## src/rtl/zbt_pkg.sv

```systemverilog
// Shared widths, default geometry and grant encoding for the ZBT frame arbiter.
package zbt_pkg;

  localparam int ZBT_DATA_W      = 36;
  localparam int ADDR_W_DEF      = 19;
  localparam int FRAME_WORDS_DEF = 76800;

  typedef enum logic [1:0] {
    GRANT_NONE = 2'd0,
    GRANT_RD   = 2'd1,
    GRANT_WR   = 2'd2
  } grant_t;

endpackage

```

## src/rtl/zbt_write_fifo.sv

```systemverilog
// Small synchronous write-word FIFO; flush empties it and a same-cycle push lands after the flush.
module zbt_write_fifo
  import zbt_pkg::*;
#(
  parameter int DEPTH = 4
) (
  input  logic                  clk,
  input  logic                  reset,
  input  logic                  push,
  input  logic                  pop,
  input  logic                  flush,
  input  logic [ZBT_DATA_W-1:0] din,
  output logic [ZBT_DATA_W-1:0] dout,
  output logic                  empty,
  output logic                  full
);

  localparam int PW = $clog2(DEPTH);

  logic [ZBT_DATA_W-1:0] mem [DEPTH];
  logic [PW:0]           wr_ptr;
  logic [PW:0]           rd_ptr;
  logic                  do_push;
  logic                  do_pop;

  assign empty   = (wr_ptr == rd_ptr);
  assign full    = (wr_ptr[PW] != rd_ptr[PW]) && (wr_ptr[PW-1:0] == rd_ptr[PW-1:0]);
  // A pop frees the slot the push reuses, so full+pop still accepts the push.
  assign do_push = push && (flush || !full || pop);
  assign do_pop  = pop && !empty && !flush;
  assign dout    = mem[rd_ptr[PW-1:0]];

  always_ff @(posedge clk or posedge reset) begin
    if (reset) begin
      wr_ptr <= '0;
      rd_ptr <= '0;
    end else begin
      if (do_push) wr_ptr <= wr_ptr + 1'b1;
      if (flush)       rd_ptr <= wr_ptr;
      else if (do_pop) rd_ptr <= rd_ptr + 1'b1;
    end
  end

  always_ff @(posedge clk) begin
    if (do_push) mem[wr_ptr[PW-1:0]] <= din;
  end

endmodule

```

## src/rtl/zbt_frame_arbiter.sv

```systemverilog
// Single-port ZBT sharing: display reads win, queued frame writes drain into sequential addresses.
module zbt_frame_arbiter
  import zbt_pkg::*;
#(
  parameter int ADDR_W      = ADDR_W_DEF,
  parameter int FRAME_WORDS = FRAME_WORDS_DEF,
  parameter int FIFO_DEPTH  = 4,
  parameter int ZBT_LAT     = 2
) (
  input  logic                  clk,
  input  logic                  reset,
  input  logic                  wr_valid,
  input  logic [ZBT_DATA_W-1:0] wr_data,
  input  logic                  frame_start,
  input  logic                  rd_req,
  input  logic [ADDR_W-1:0]     rd_addr,
  output logic                  rd_valid,
  output logic [ZBT_DATA_W-1:0] rd_data,
  output logic                  wr_overflow,
  output logic                  mem_we,
  output logic [ADDR_W-1:0]     mem_addr,
  output logic [ZBT_DATA_W-1:0] mem_write_data,
  input  logic [ZBT_DATA_W-1:0] mem_read_data
);

  localparam logic [ADDR_W-1:0] LAST_ADDR = ADDR_W'(FRAME_WORDS - 1);

  grant_t                grant;
  logic                  pop;
  logic [ZBT_DATA_W-1:0] fifo_dout;
  logic                  fifo_empty;
  logic                  fifo_full;
  logic [ADDR_W-1:0]     wr_addr;
  logic [ZBT_DATA_W-1:0] wd_pipe [ZBT_LAT];
  logic [ZBT_LAT-1:0]    wv_pipe;
  logic [ZBT_LAT:0]      rd_tag;

  always_comb begin
    grant = GRANT_NONE;
    if (rd_req)           grant = GRANT_RD;
    else if (!fifo_empty) grant = GRANT_WR;
  end

  assign pop = (grant == GRANT_WR);

  zbt_write_fifo #(.DEPTH(FIFO_DEPTH)) u_fifo (
    .clk   (clk),
    .reset (reset),
    .push  (wr_valid),
    .pop   (pop),
    .flush (frame_start),
    .din   (wr_data),
    .dout  (fifo_dout),
    .empty (fifo_empty),
    .full  (fifo_full)
  );

  always_ff @(posedge clk or posedge reset) begin
    if (reset) begin
      mem_we         <= 1'b0;
      mem_addr       <= '0;
      mem_write_data <= '0;
      wr_addr        <= '0;
      wv_pipe        <= '0;
      rd_tag         <= '0;
      rd_valid       <= 1'b0;
      rd_data        <= '0;
      wr_overflow    <= 1'b0;
      for (int i = 0; i < ZBT_LAT; i++) wd_pipe[i] <= '0;
    end else begin
      mem_we <= pop;
      if (grant == GRANT_RD)      mem_addr <= rd_addr;
      else if (grant == GRANT_WR) mem_addr <= wr_addr;

      // A write popped alongside frame_start has already taken the old address.
      if (frame_start) wr_addr <= '0;
      else if (pop)    wr_addr <= (wr_addr == LAST_ADDR) ? '0 : wr_addr + ADDR_W'(1);

      wv_pipe[0] <= pop;
      if (pop) wd_pipe[0] <= fifo_dout;
      for (int i = 1; i < ZBT_LAT; i++) begin
        wv_pipe[i] <= wv_pipe[i-1];
        wd_pipe[i] <= wd_pipe[i-1];
      end
      if (wv_pipe[ZBT_LAT-1]) mem_write_data <= wd_pipe[ZBT_LAT-1];

      rd_tag   <= {rd_tag[ZBT_LAT-1:0], grant == GRANT_RD};
      rd_valid <= rd_tag[ZBT_LAT];
      if (rd_tag[ZBT_LAT]) rd_data <= mem_read_data;

      if (wr_valid && fifo_full && !pop && !frame_start) wr_overflow <= 1'b1;
    end
  end

endmodule

```

## config.mk

```make
export PLATFORM = sky130hd
export DESIGN_NAME = zbt_frame_arbiter
export DESIGN_NICKNAME = d
export VERILOG_FILES = /design/src/rtl/zbt_pkg.sv /design/src/rtl/zbt_write_fifo.sv /design/src/rtl/zbt_frame_arbiter.sv
export SDC_FILE = /design/constraint.sdc
export NUM_CORES = 1
export LEC_CHECK = 0
export ABC_AREA = 1
export CAP_MARGIN = 0
export CORE_AREA = 2 2 212 214
export CTS_BUF_LIST = sky130_fd_sc_hd__clkbuf_4
export CTS_CLUSTER_DIAMETER = 100
export DETAILED_ROUTE_END_ITERATION = 7
export DIE_AREA = 0 0 214 216
export GPL_TIMING_DRIVEN = 0
export PLACE_DENSITY = 0.61
export SYNTH_ARGS = -nofsm -noshare
export SYNTH_HDL_FRONTEND = slang
export SYNTH_SLANG_ARGS = --single-unit
```

## constraint.sdc

```tcl
create_clock -name clk -period 9 [get_ports clk]
set_input_delay 1.8 -clock clk [delete_from_list [all_inputs] [get_ports clk]]
set_output_delay 1.8 -clock clk [all_outputs]
set_load 0.03 [all_outputs]
```

* Yosys cells after proc, flatten, opt, wreduce, memory -nomap -nowiden
Memory sizes are Yosys's and may differ from the RTL's. A register that Yosys moved wholly into a read port is not among the register bits.
Index checks and enable logic that the tools add are counted.
** Word-level totals
- Memories :: 1
- Output and inout bits :: 94
- Bits in latches :: 0
- Bits in registers :: 160
- ROM bits :: 0
- Bits in writable memories :: 144
** Operators by class
- Eq/ne operators :: 6
- Reduce and logical (&&, ||, !) cells :: 16
- Div/mod/pow operators :: 0
- Multiply operators :: 0
- Order comparisons :: 0
- Add/sub/neg operators :: 3
- Multiplexer cells :: 11
- Shifts and indexed selects :: 0
- Bitwise logic cells :: 0
** Memory list
- u_fifo.mem :: depth 4, width 36, read ports 1, clocked after memory_dff 1, write ports 1, RTL line zbt_write_fifo.sv:20 : logic [ZBT_DATA_W-1:0] mem [DEPTH];
** Operators by type and width (count)
- $mux 19 :: 5
- $add 19x1->19 const B :: 1
- $eq 19x17->1 const B :: 1
- $logic_and 1x1->1 :: 7
- $add 3x1->3 const B :: 2
- $mux 3 :: 2
- $reduce_bool 2->1 :: 3
- $logic_not 1->1 :: 4
- $mux 2 :: 2
- $eq 3x3->1 :: 1
- $eq 2x1->1 const B :: 1
- $eq 2x2->1 :: 1
- $eq 2x2->1 const B :: 1
- $logic_or 1x1->1 :: 2
- $mux 1 :: 2
- $ne 1x1->1 :: 1

* Longest topological paths before layout
- Depth in word-level cells :: 8
- Mapped depth :: 10

* By module
A second synthesis with hierarchy kept.
** Second synthesis, totals
- Cells, all modules :: 1036
- Area total of the unflattened synthesis :: 12942.4 µm²
** Modules (own cells, without submodules)
- zbt_frame_arbiter :: sequential area each 4729.5 µm², area each 7128.1 µm², times used 1, cells an instance 615
- zbt_write_fifo :: sequential area each 4474.3 µm², area each 5814.3 µm², times used 1, cells an instance 421

* Least setup slack after synthesis
Ideal clock, no wire load.
- Kind :: input-to-reg
- Start :: input rd_req
- End :: memory u_fifo.mem[0][0] (enable)
- Stages on the path :: 5
- Required time :: 8.571 ns
- Arrival :: 3.737 ns
- Setup time :: 0.429 ns
- Path slack :: 4.833 ns
- Path through :: inv_1 -> nand2_4 -> nand3_2 -> nand2_1 -> nor2_1
** On the way
- Word-level cells in the longest chain between the ends :: 6
** RTL lines
- from (decl) :: RTL line zbt_frame_arbiter.sv:15 : input logic rd_req,
- $mux 2 :: RTL line zbt_frame_arbiter.sv:40 : if (rd_req) grant = GRANT_RD;
- $eq 2x2->1 :: RTL line zbt_frame_arbiter.sv:44 : assign pop = (grant == GRANT_WR);
- $logic_or 1x1->1 :: RTL line zbt_write_fifo.sv:29 : assign do_push = push && (flush || !full || pop);
- $logic_and 1x1->1 :: RTL line zbt_write_fifo.sv:29
- $mux 1 :: RTL line zbt_write_fifo.sv:45 : if (do_push) mem[wr_ptr[PW-1:0]] <= din;
- $mux 1 (implied by the code) :: RTL line zbt_write_fifo.sv:45
- to (decl) :: RTL line zbt_write_fifo.sv:20
Every way passes these cells.

* Final worst setup path
- Start :: register mem_write_data[35]
- End :: output mem_write_data[35]
** RTL lines
- from (decl) :: RTL line zbt_frame_arbiter.sv:22 : output logic [ZBT_DATA_W-1:0] mem_write_data,
- from (signal assigned) :: RTL line zbt_frame_arbiter.sv:85 : if (wv_pipe[ZBT_LAT-1]) mem_write_data <= wd_pipe[ZBT_LAT-1];
No word-level cell between the ends.

==> impl_metrics.tcl <==
set metrics [dict create \
    cts_htree_levels 3 \
    setup-violations-final 0 \
    path_max_fanout 2 \
    synth_area_per_cell_um2 12.5 \
    cpPeakStageDelay_ns 0.70 \
    hp-class "flop to flop" \
    power_frac_seq_pct 43.4 \
    max_freq_ghz 0.271 \
    grt_max_degree 121 \
    synth_largest_area_cell "dfrtp_1" \
    min_to "rd_tag[2]" \
    worst-setup-path-type "flop to output port" \
    synth_top_area_share_pct 37.6 \
    min_period_ns 3.69 \
    first_pass_iters 5 \
    antenna_found_initial 8 \
    worstPathRequired_ns 7.20 \
    path_cells "clkdlybuf4s50_1" \
    coreArea_um2 43800 \
    cts_buffers 90 \
    yosysMostFrequentCell "nand2_1" \
    cts_tree "yes" \
    area_growth_syn_to_layout_pct 30.7 \
    startpoint_type "flop" \
    fin_nets 1429 \
    post_cts_buffers 0 \
    cts_resized 0 \
    place_inst 1827 \
    post-place-ws_ns 4.54 \
    cts.sinks 339 \
    grt-ovfl-total 0 \
    peakVddDrop_v 0.000172 \
    die_height_um 216 \
    cts_buffer_depth 3 \
    r2r-start "u_fifo.rd_ptr[1]" \
    cts.reportedPaths.clkPinSlew_ns 0.06 \
    hold_depth 0 \
    track_usage_pct 14.2 \
    syn_area_um2 13000 \
    fin_skew_ns 0.0660 \
    post_drt_wl_per_cell_um 16.1 \
    critPathLaunch "mem_write_data[35]" \
    crit_family "buffers and inverters" \
    swShare_pct 34.0 \
    finalWeightedCongestion 0.878 \
    num_rows 77 \
    async_flop_share_pct 57.5 \
    power_density_nw_per_um2 296 \
    synth_edf_count 144 \
    cts_hold_buf 0 \
    report.final.slew_viol_count 0 \
    clockPowerShare_pct 27.0 \
    die_area_um2 46200 \
    grt_pass1_wl_mm 50.7 \
    ys_ff_latch 339 \
    wl_mm 32.1 \
    synth_ff_type "dfrtp_1" \
    relSlewSlack_pct 51.0 \
    vias 8825 \
    p_switching_w 0.00171 \
    yosysWarnings 0 \
    path_buf_inv 1 \
    drtIter0Drc 512 \
    combinationalPowerShare_pct 29.6 \
    synth_nets 1143 \
    worstMarginPinSlew_ns 0.735 \
    die_w_um 214 \
    tns_ns 0 \
    rsz0062_at_grt "false" \
    synth.area.top_cells "dfrtp_1 38%, edfxtp_1 33%, nand2_1 6.8%" \
    clock_latency_ns 0.81 \
    r2r_end "u_fifo.mem[2][2]" \
    avgViaCountPerCell 4.41 \
    detailed_place_hpwl_mm 21.4 \
    ios 190 \
    synth.distinct_cells 35 \
    layout.area.seq_um2 9200 \
    endpoint_kind "output port" \
    ys_top_cells_by_count "237 x nand2_1, 195 x dfrtp_1, 144 x edfxtp_1, 108 x nor2_1, 79 x o21ai_0" \
    fillers 4290 \
    outcome "finished clean" \
    cts-root-buf "clkbuf_4" \
    max_cap_viol_count 0 \
    io_buffers 189 \
    start_util_pct 29.6 \
    drc 0 \
    p_int_w 0.00331 \
    seq_area_frac_synth_pct 70.8 \
    reg2regPathDepth 9 \
    hold_start "rd_tag[1]" \
    period_share_pct 41.0 \
    leakagePower_nw 6.78 \
    worstPathArrival_ns 1.89 \
    drtAntennaViolNets 0 \
    r2r_slack_ns 6.35 \
    finalNonFillerCells 1999 \
    final_hold_viol_count 0 \
    layout-drive-gt1-share_pct 19.8 \
    synthCells 1041 \
    layout_setup_ws_ns 5.31 \
    grt_pass1_vias 8986 \
    slowest_stage "clkdlybuf4s50_1" \
    multi_input_area_um2 3430 \
]
==> stage by stage <==
step	util [%]	hold slack (ns)	total power, W	instance area (µm²)
final	38.7	0.345	0.00502	17000
after global routing	38.7	0.355	0.00535	17000
after CTS	38.7	0.346	0.00513	17000
after detailed placement	36.0	0.336	0.00373	15800
after global placement	35.6	0.334	0.00369	15600
after floorplan	-	0.331	0.00309	13000
==> power groups by stage <==
stage	logic, W	registers (W)	clock network, W
6_report	0.00148	0.00218	0.00136
5_1_grt	0.00163	0.00223	0.00150
4_1_cts	0.00152	0.00219	0.00142
3_5_place_dp	0.00152	0.00221	0
3_3_place_gp	0.00147	0.00222	0
2_1_floorplan	0.000692	0.00240	0
==> layout by cell type (no fill, tap or decap), types with 7 or more instances in the layout <==
master           count
o21ai_2             10
edfxtp_1           144
clkdlybuf4s50_1    189
xor2_1               8
mux2_2              72
o21ai_0             79
inv_1               25
buf_2               12
inv_2                7
o211ai_1            12
clkbuf_1            26
nor2_1             104
dfrtp_1            195
clkbuf_4           135
nand2_1            237
clkinv_1            22
o22ai_1             36
nand3_1             24
==> cells by family after synthesis <==
family,share of synthesized area [%]
AND/OR/NAND/NOR,12.1
flip-flops,70.8
AO/OA/AOI/OAI,6.40
buffers and inverters,3.00
multiplexers,6.24
XOR/XNOR,0.799
adder cells (fa/ha/maj),0.578
==> area by class of cell <==
type	instances	share of cell area, %
clock inverters	31	0.958
well taps	592	4.36
flip-flops and latches	339	54.2
plain buffers	48	1.55
clock buffers	135	5.97
repair buffers	194	11.9
inverters	33	0.789
multi-input cells	621	20.2
diodes	6	0.0885
==> how the worst max path moves through the flow <==
stage,to,slack [ns],cells past startpoint
after global routing,mem_write_data[35],5.19,1
after CTS,mem_write_data[35],5.20,1
after floorplan,mem_addr[0],1.89,1
after detailed placement,u_fifo.mem[3][13],4.54,6
after global placement,mem_write_data[13],-0.98,2
final,mem_write_data[35],5.31,1
==> metal layers <==
metal / GRT usage, % / vias to the layer above / part of all wire, %
li1: - / 4232 / -
met1: 17.7 / 4206 / 43
met2: 22.5 / 306 / 46
met3: 5.16 / 71 / 7.8
met4: 5.55 / 10 / 2.3
met5: 0 / - / 0.19
==> flip-flops by register name, indices dropped and copies added, names as in the netlist <==
register and count:
u_fifo.mem 144, wd_pipe 72, mem_write_data 36, rd_data 36, mem_addr 19, wr_addr 19, rd_tag 3, u_fifo.rd_ptr 3
u_fifo.wr_ptr 3, wv_pipe 2, rd_valid 1, wr_overflow 1
(Power assumes the default switching activity.)
